`src/rtl/iter_div.sv`:
```
// rtl/iter_div.sv - iterative 32/32 restoring divider, signed/unsigned, annul support
// Optional early termination for |dividend| < |divisor|: define DIV_EARLY_TERM_EN.
module iter_div (
   input  logic        clk,
   input  logic        rst,
   input  logic        signed_div_i,
   input  logic [31:0] opdata1_i,
   input  logic [31:0] opdata2_i,
   input  logic        start_i,
   input  logic        annul_i,
   output logic [63:0] result_o,
   output logic        ready_o
);

   typedef enum logic [1:0] {IDLE, DIVZERO, ON, END} state_t;

   state_t      state, state_n;
   logic [5:0]  cnt, cnt_n;
   logic [64:0] work, work_n;
   logic [31:0] div_b, div_b_n;
   logic        neg_q, neg_q_n;
   logic        neg_r, neg_r_n;
   logic [63:0] result_n;
   logic        ready_n;

   logic [31:0] mag_a, mag_b;
   logic [64:0] shifted;
   logic [33:0] diff;
   logic [31:0] q_fin, r_fin;

   assign mag_a = (signed_div_i && opdata1_i[31]) ? -opdata1_i : opdata1_i;
   assign mag_b = (signed_div_i && opdata2_i[31]) ? -opdata2_i : opdata2_i;

   // Partial remainder lives in work[64:32], dividend/quotient bits in work[31:0].
   assign shifted = work << 1;
   assign diff    = {1'b0, shifted[64:32]} - {2'b00, div_b};
   assign q_fin   = neg_q ? -work[31:0]  : work[31:0];
   assign r_fin   = neg_r ? -work[63:32] : work[63:32];

   always_ff @(posedge clk or posedge rst) begin
      if (rst) begin
         state    <= IDLE;
         cnt      <= 6'd0;
         work     <= 65'd0;
         div_b    <= 32'd0;
         neg_q    <= 1'b0;
         neg_r    <= 1'b0;
         result_o <= 64'd0;
         ready_o  <= 1'b0;
      end else begin
         state    <= state_n;
         cnt      <= cnt_n;
         work     <= work_n;
         div_b    <= div_b_n;
         neg_q    <= neg_q_n;
         neg_r    <= neg_r_n;
         result_o <= result_n;
         ready_o  <= ready_n;
      end
   end

   always_comb begin
      state_n  = state;
      cnt_n    = cnt;
      work_n   = work;
      div_b_n  = div_b;
      neg_q_n  = neg_q;
      neg_r_n  = neg_r;
      result_n = result_o;
      ready_n  = ready_o;
      case (state)
         IDLE: begin
            if (start_i && !annul_i) begin
               cnt_n   = 6'd0;
               div_b_n = mag_b;
               neg_q_n = signed_div_i && (opdata1_i[31] ^ opdata2_i[31]);
               neg_r_n = signed_div_i && opdata1_i[31];
               if (opdata2_i == 32'd0) begin
                  state_n = DIVZERO;
                  work_n  = 65'd0;
`ifdef DIV_EARLY_TERM_EN
               end else if (mag_a < mag_b) begin
                  // Preload the final answer (q=0, r=|a|); DIVZERO just finalises it.
                  state_n = DIVZERO;
                  work_n  = {1'b0, mag_a, 32'd0};
`endif
               end else begin
                  state_n = ON;
                  work_n  = {33'd0, mag_a};
               end
            end
         end
         DIVZERO: begin
            if (annul_i) begin
               state_n = IDLE;
               cnt_n   = 6'd0;
            end else if (cnt == 6'd1) begin
               state_n  = END;
               cnt_n    = 6'd0;
               result_n = {r_fin, q_fin};
               ready_n  = 1'b1;
            end else begin
               cnt_n = cnt + 6'd1;
            end
         end
         ON: begin
            if (annul_i) begin
               state_n = IDLE;
               cnt_n   = 6'd0;
            end else if (cnt == 6'd32) begin
               state_n  = END;
               cnt_n    = 6'd0;
               result_n = {r_fin, q_fin};
               ready_n  = 1'b1;
            end else begin
               work_n = diff[33] ? shifted : {diff[32:0], shifted[31:1], 1'b1};
               cnt_n  = cnt + 6'd1;
            end
         end
         END: begin
            if (!start_i) begin
               state_n  = IDLE;
               result_n = 64'd0;
               ready_n  = 1'b0;
            end
         end
         default: state_n = IDLE;
      endcase
   end

endmodule

```
`config.mk`:
```
export PLATFORM = sky130hd
export DESIGN_NAME = iter_div
export DESIGN_NICKNAME = d
export VERILOG_FILES = /design/src/rtl/iter_div.sv
export SDC_FILE = /design/constraint.sdc
export NUM_CORES = 1
export LEC_CHECK = 0
export BUFFER_PORTS_ARGS = -buffer_cell sky130_fd_sc_hd__clkbuf_2
export CAP_MARGIN = 25
export CORE_ASPECT_RATIO = 1.1
export CORE_MARGIN = 5
export CORE_UTILIZATION = 28
export CTS_CLUSTER_SIZE = 16
export DETAILED_ROUTE_END_ITERATION = 8
export PLACE_DENSITY = 0.43
export SYNTH_ARGS = -nofsm -noshare
export SYNTH_HDL_FRONTEND = slang
export SYNTH_SLANG_ARGS = --single-unit
```
`constraint.sdc`:
```
create_clock -name clk -period 6.05 [get_ports clk]
set_input_delay 0.9075 -clock clk [delete_from_list [all_inputs] [get_ports clk]]
set_output_delay 0.9075 -clock clk [all_outputs]
set_load 0.02 [all_outputs]
```
# == Word level (Yosys, flattened, before mapping) ==
# Index checks and enable logic that the tools add are counted.
# op_classes
muxes,36
addsub,6
n_reduce_logical,15
eq_ne,14
n_bitwise,1
# ops
operator,n
64-bit two-way mux,9
64-bit case mux with 3 select lines,1
32-bit two-way mux,5
32-bit negation,4
64-bit case mux with 2 select lines,1
33-bit by 32-bit subtractor with 34-bit output,1
32-bit logical NOT,1
6-bit two-way mux,5
6-bit case mux with 3 select lines,1
2-bit two-way mux,7
2-bit inequality test (second input constant),7
2-bit case mux with 4 select lines,1
4-bit AND reduction,2
6-bit by 1-bit adder with 6-bit output (second input constant),1
6-bit by 1-bit == test with 1-bit output (second input constant),1
6-bit == test (second input constant),1
3-bit inequality test (second input constant),2
6-bit AND reduction,1
3-bit nonzero test,2
1-bit two-way mux,5
2-bit == test (second input constant),2
1-bit logical AND,4
2-bit AND reduction,2
1-bit case mux with 3 select lines,1
5 further kinds,5
# totals
register_bits,171
word_cells,80
output_inout_bits,65
input_bits,69

# == Depth between registers and ports, before layout ==
# Gate-level depths: netlist of run 1.
# logic_depth
word_depth,5
ltp_mapped,13
depth_no_buf,13

# == Worst setup path after synthesis of run 1 ==
# No wires, ideal clock.
# synth_timing
path_kind,reg-to-reg
start,register work[31]
end,register work[56]
n_path_buf,0
path_stages_with_launch,14
arrival_ps,3128
period_less_slack_ps,3219
setup_time_ps,90
required_ps,5960
slack_ps,2831
cell_sequence,dfrtp_1 > inv_1 > ha_1 > inv_1 > fa_1 > a211oi_1 > o21ai_1 > a31oi_1 > o211ai_1 > o31ai_1 > o21ai_1 > a2111oi_0 > nor3_1 > o221ai_1
# synth_between
elab_chain_len,5
# synth_lines
element,line,source
from (decl),19,"logic [64:0] work, work_n;"
from (signal assigned),53,work <= work_n;
33-bit by 32-bit subtractor with 34-bit output,36,"assign diff = {1'b0, shifted[64:32]} - {2'b00, div_b};"
64-bit two-way mux,116,"work_n = diff[33] ? shifted : {diff[32:0], shifted[31:1], 1'b1};"
64-bit two-way mux,110,end else if (cnt == 6'd32) begin
64-bit two-way mux,107,if (annul_i) begin
64-bit case mux with 2 select lines,71,case (state)
# No other way between the ends. The select of a mux whose other input is x is not followed.
# A chain may end at the register's enable or synchronous reset.

# == Worst setup path in the final report of run 1 ==
# layout_timing
start,input port opdata2_i[9]
end,register work[1]
# layout_between
elab_chain_len,4
# layout_lines
element,line,source
from (decl),8,"input logic [31:0] opdata2_i,"
32-bit logical NOT,78,if (opdata2_i == 32'd0) begin
32-bit two-way mux,78,
64-bit two-way mux,73,if (start_i && !annul_i) begin
64-bit case mux with 2 select lines,71,
# No other way between the ends. The select of a mux whose other input is x is not followed.

==> key figures, run 1 <==
Layout
  – Fin area: 0.0129 mm²
  – Final Non-Filler Cells: ~1900
  – Filler cells: 4122
  – Ant diodes: 0
  – Commonest non-fill, non-tap cell in the layout: dfrtp_1
  – Most frequent cells in the layout: dfrtp_1, o21ai_0, nand2_1, clkbuf_2, xnor2_1
  – Share of layout cells above drive strength 1: around 14%
  – Synth-to-Final Area Change: 16.5%
  – Nets: 1493
  – Post-Route Utilization: 33.0%

Synthesis
  – Predominant post-synthesis flop cell: dfrtp_1
  – Gate Count Post-Synth: approximately 1300
  – Syn Area/Cell: between 8 and 9 µm²
  – Post-synth EDFFs: 0
  – Asr flop ratio synth: 100%
  – Syn nets: 1397
  – Seq/Total Area, Yosys: approximately 39%
  – Synth Register Bits: about 170
  – Netlist cell types: 60
  – Synth Warn #: 0
  – Synthesized area: approximately 0.011 mm²

Route
  – Initial DRT Pass Iterations: 5
  – Vias per cell: ~5.0
  – Iteration-0 DRC Markers: 458
  – Routed Antenna Nets: 0
  – DR DRC count: 0
  – Vias post-DR: between 9000 and 10000
  – WL final: about 33 mm
  – Avg WL per Cell: 17.3 µm

Critical path
  – CP Cell Sequence: clkbuf_2 > nor3_1 > nand2_1 > nor4_1 > nand4_1 > or4_1 > nand2_1 > a21oi_1 > a221o_1
  – CP most frequent cell: nand2_1
  – Largest stage delay, worst path: between 0.7 and 0.8 ns
  – Worst path slowest cell: nand2_1
  – Crit path buffers/inverters: 1
  – Worst endpoint required time: between 6 and 7 ns
  – Setup crit end kind: flip-flop
  – Critical-path maximum fanout: 32
  – Crit path max-delay family: simple AND/OR/NAND/NOR gates
  – Crit Path Category: in -> reg
  – CP Launch Type: primary input
  – CP arrival: approximately 4.3 ns

STA
  – Slew margin rel.: about a third
  – Max Slew Vio Count: 0
  – Hold Worst Slack: between 0.4 and 0.5 ns
  – Clk_skew: slightly below 0.009 ns
  – Slew @ Worst Pin: 0.991 ns
  – Setup TNS: 0 ns
  – Hold Fails Final Rpt: 0
  – # setup viols final: 0
  – Period minus WS final: about 3.9 ns
  – Crit share post-route: 65.1%
  – Final setup margin: 2.11 ns
  – RSZ-0062 raised after global routing: false
  – Max Fclk: 254 MHz

GRT
  – Initial antenna violation count: 0
  – GRT Total Usage: 15.0%
  – Largest net degree at the start of global routing: 80
  – Vias in the first global route: just over 9000
  – First-pass GRT wire length: about 52 mm
  – Congestion Overflow GR: 0

Job
  – Max_cap viols: 0

Clock network
  – Cts hold-fix bufs: 0
  – Htree depth: 4
  – CTS Buffer Depth: 2
  – Resized Gates After CTS: 0
  – Later-pin clock latency in the skew report: approximately 0.45 ns
  – Root Buffer: clkbuf_16
  – Setup bufs post-CTS: 0
  – Cts bufs inserted: 17
  – CTS Sinks: around 170
  – Clk pin slew, worst setup/hold paths: ~0.070 ns
  – TritonCTS clock tree: built

Placed design
  – Hpwl dp: around 25 mm
  – Pre-CTS WS: 1.62 ns
  – Port Buf Inserts: roughly 130
  – Total placed cells including tap cells: around 1900
  – Final Wtd Congestion: just over 0.8
  – Placed inst area: between 0.01 and 0.015 mm²

Pwr
  – Total power: roughly 8 mW
  – PwrDens: approximately 600 mW/mm²
  – LEAKAGE: ~5.7 nW
  – Worst IR Drop VDD: approximately 0.21 mV

Floorplanning
  – Number of core rows: 76
  – Die height: roughly 220 µm
  – Initial core utilization: about 28%
  – Placeable Area: around 0.039 mm²
  – DIE AREA: 0.0437 mm²
  – Die X: 200 µm
  – I/O Pins: ~130

Status
  – Status: complete, no violations

Min path
  – Min-Delay Path Class: reg -> reg
path summary, 6_finish.rpt:
check,from,end,slack (ns),cells after the start
setup / recovery,opdata2_i[9],work[1],2.11,9
hold / removal,result_o[31],result_o[31],0.48,2
setup reg to reg,work[34],work[36],2.19,11
hold reg to reg,result_o[31],result_o[31],0.48,2
max in group asynchronous,rst,div_b[30],4.30,3
min in group asynchronous,rst,result_o[32],0.59,2
worst min-delay path, cell delays in order, from the launching register on:
cell	delay (ns)
dfrtp_1	0.34
nand2_1	0.05
o31ai_1	0.05
final cells by class:
class	instances	area, µm²	share of cell area, %
Clock buffer	17	425	3.29
Timing Repair Buffer	146	763	5.91
Tap cell	507	634	4.91
Inverter	67	256	1.98
Sequential cell	171	4280	33.1
Multi-Input combinational cell	975	6330	49.0
Clock inverter	15	233	1.80
metal layers:
metal  GRT usage [%]  vias up  wire length [µm]
li1                -     4816                 -
met1            22.5     4428             17100
met2            22.1      181             14000
met3            2.40       38              1070
met4            4.55        0               659
met5               0        -                 0
power breakdown:
| group | leakage [nW] | internal [mW] | switching (mW) |
|---|---|---|---|
| logic | 3.16 | 1.72 | 2.64 |
| clock network | 0.318 | 0.742 | 0.516 |
| registers | 2.19 | 1.63 | 0.561 |
cells in the mapped netlist (all sizes together) (15+ instances only):
library cell  number  area, µm²
nand3             43        215
a22o              33        289
clkbuf            68        255
ha                45        563
o21ai            167        836
o31ai             56        430
a21oi             66        330
nor2              58        218
a22oi             27        203
nor3              21        110
dfrtp            171       4280
nand2            146        548
xor2              70        613
or4               15        128
o41ai             15        131
inv               67        251
xnor2             73        639
state kept, by name, indices dropped and copies added (netlist names):
signal    cells
state         2
neg_r         1
result_o     64
ready_o       1
neg_q         1
cnt           6
work         64
div_b        32
cells by family (layout without fill, tap and decap cells):
group,count (synthesis),in the layout,synth area share [%]
DFF,171,171,38.6
and+or+nand+nor,352,352,15.1
muxes,13,13,1.20
AOI/OAI and AO/OA,421,421,24.0
xor gates and xnor gates,143,143,11.3
adders and majority gates,46,46,5.25
buffers and inverters,136,245,4.60
No activity file was read; power rests on OpenSTA's default activity.
==> inputs of run 2 (changes only) <==
- clock period: 6.05 -> 4.1 ns (I/O delays scaled with it)
==> run 2 against run 1 <==
- critical endpoint is now work[56]
- critical path depth increased by 4
- largest power group unchanged
- combinational power rose by 52%
- cell count grew 0.63%
- utilization up 0.15 points
- design area increased by 0.45%
- largest cell class unchanged
==> key figures, run 2 (synthesis results as in run 1) <==
Pwr
  – Reg power frac: 27.9%
  – LEAKAGE: approximately 5.7 nW
  – Sw power: between 5 and 6 mW
  – Power share of the clock group: between 10 and 15%
  – Worst IR Drop VDD: between 0.3 and 0.4 mV
  – P_int: between 5 and 6 mW
  – Switch share: roughly half
  – Comb pwr share: between 50% and 60%
  – PwrDens: between 800 and 900 mW/mm²

Critical path
  – Crit Path Category: reg -> reg
  – Worst endpoint required time: 4.45 ns
  – FF-to-FF End: work[56]
  – Worst-case reg-to-reg path depth: 13
  – R2r setup slk: around 0.45 ns
  – Critical R2R Launch: work[31]
  – CP Launch Type: flip-flop
  – Critical-path maximum fanout: 6
  – Worst setup startpoint: work[31]
  – Setup crit end kind: flip-flop
  – CP arrival: around 4.0 ns

GRT
  – Grt met1 use: 23.2%
  – Vias in the first global route: between 9000 and 10000
  – Met2 Track Usage GR: 21.8%
  – Largest net degree at the start of global routing: approximately 120
  – GRT Total Usage: ~15%
  – GRT busiest layer: met1
  – Initial antenna violation count: 1
  – First-pass GRT wire length: 52.8 mm
  – GRT met3 Usage: 2.10%
  – Congestion Overflow GR: 0

STA
  – Max Slew Vio Count: 0
  – RSZ-0062 raised after global routing: false
  – Slew @ Worst Pin: 0.932 ns
  – Setup TNS: 0 ns
  – Clk_skew: slightly above 0.01 ns
  – Max Fclk: between 200 and 300 MHz
  – Period minus WS final: ~3.6 ns
  – Slew margin rel.: between 30 and 40%
  – Crit share post-route: between 80 and 90%
  – Hold Fails Final Rpt: 0
  – Final setup margin: ~0.45 ns
  – # setup viols final: 0

Route
  – Avg WL per Cell: about 17 µm
  – DR DRC count: 0
  – Vias post-DR: around 9500
  – WL final: around 33 mm
  – Iteration-0 DRC Markers: ~510
  – Vias per cell: between 4 and 5
  – Routed Antenna Nets: 0
  – Initial DRT Pass Iterations: 5

Floorplanning
  – DIE AREA: about 0.044 mm²
  – Initial core utilization: 28.3%
  – Placeable Area: ~0.039 mm²
  – I/O Pins: 134
  – Die height: ~220 µm
  – Die X: between 150 and 200 µm
  – Number of core rows: 76

Placed design
  – Hpwl dp: ~25 mm
  – Port Buf Inserts: 133
  – Final Wtd Congestion: around 0.85
  – Pre-CTS WS: roughly 0.48 ns

Clock network
  – CTS Sinks: 171
  – Clk pin slew, worst setup/hold paths: about 0.070 ns
  – TritonCTS clock tree: built
  – Cts hold-fix bufs: 0
  – Resized Gates After CTS: 0
  – CTS Buffer Depth: 2
  – Later-pin clock latency in the skew report: about 0.44 ns
  – Root Buffer: clkbuf_16
  – Htree depth: 4
  – Setup bufs post-CTS: 0
  – Cts bufs inserted: 17

Layout
  – Nets: 1505
  – Synth-to-Final Area Change: 17.0%
  – Top Registers: result_o: 64 flops, work: 64 flops, div_b: 32 flops
  – Filler cells: roughly 4200
  – Most frequent cells in the layout: dfrtp_1, o21ai_0, nand2_1, clkbuf_2, xnor2_1
  – Commonest non-fill, non-tap cell in the layout: dfrtp_1
  – Share of layout cells above drive strength 1: between 10 and 15%

Min path
  – Min-Delay Path Class: in -> async

Status
  – Status: complete, no violations

Job
  – Max_cap viols: 0
-- run 2: critical path, cell delays in order (launching register included) --
cell	delay (ns)
dfrtp_1	0.40
inv_1	0.11
ha_1	0.18
inv_1	0.05
fa_1	0.42
a211oi_1	0.41
o21ai_1	0.13
a31oi_1	0.25
o211ai_1	0.18
o31ai_1	0.38
o21ai_1	0.23
a2111oi_0	0.50
nor3_1	0.13
o221ai_1	0.18
-- run 2: power by group through the flow --
stage | clock network [mW] | registers (mW) | logic (mW)
5_1_grt | 1.79 | 3.35 | 7.48
3_5_place_dp | 0 | 3.26 | 6.68
6_report | 1.68 | 3.22 | 6.64
2_1_floorplan | 0 | 3.25 | 4.68
4_1_cts | 1.72 | 3.22 | 6.70
3_3_place_gp | 0 | 3.23 | 6.68
-- run 2: worst max path at each step --
stage | endpoint | slack, ns | cells after the start
global placement | work[56] | 0.61 | 13
CTS | work[56] | 0.44 | 13
detailed placement | work[56] | 0.48 | 13
floorplan | work[56] | 0.88 | 13
global route | work[56] | 0.14 | 13
finish | work[56] | 0.45 | 13
-- run 2: cell type report --
cell class	instances	area (µm²)	share of cell area [%]
Multi-Input combinational cell	975	6330	48.8
Sequential cell	171	4280	33.0
Timing Repair Buffer	158	891	6.86
Tap cell	507	634	4.89
Clock buffer	17	425	3.28
Inverter	67	255	1.97
Clock inverter	14	161	1.24
Antenna cell	1	2.50	0.0193
-- run 2: routing by layer --
metal,wire length (µm),vias to the layer above
met1,17400,4460
met3,963,20
li1,-,4857
met5,0,-
met2,14000,151
met4,468,0
-- run 2: stage by stage --
step	hold slack (ns)	instances	instance area, µm²	power (mW)	util, %
6_report	0.126	1910	13000	11.5	33.1
5_1_grt	0.129	1910	13000	12.6	33.1
4_1_cts	0.116	1909	13000	11.6	33.1
3_5_place_dp	0.469	1878	12400	9.94	31.6
3_3_place_gp	0.462	1878	12400	9.91	31.6
2_1_floorplan	0.450	1282	11100	7.92	-
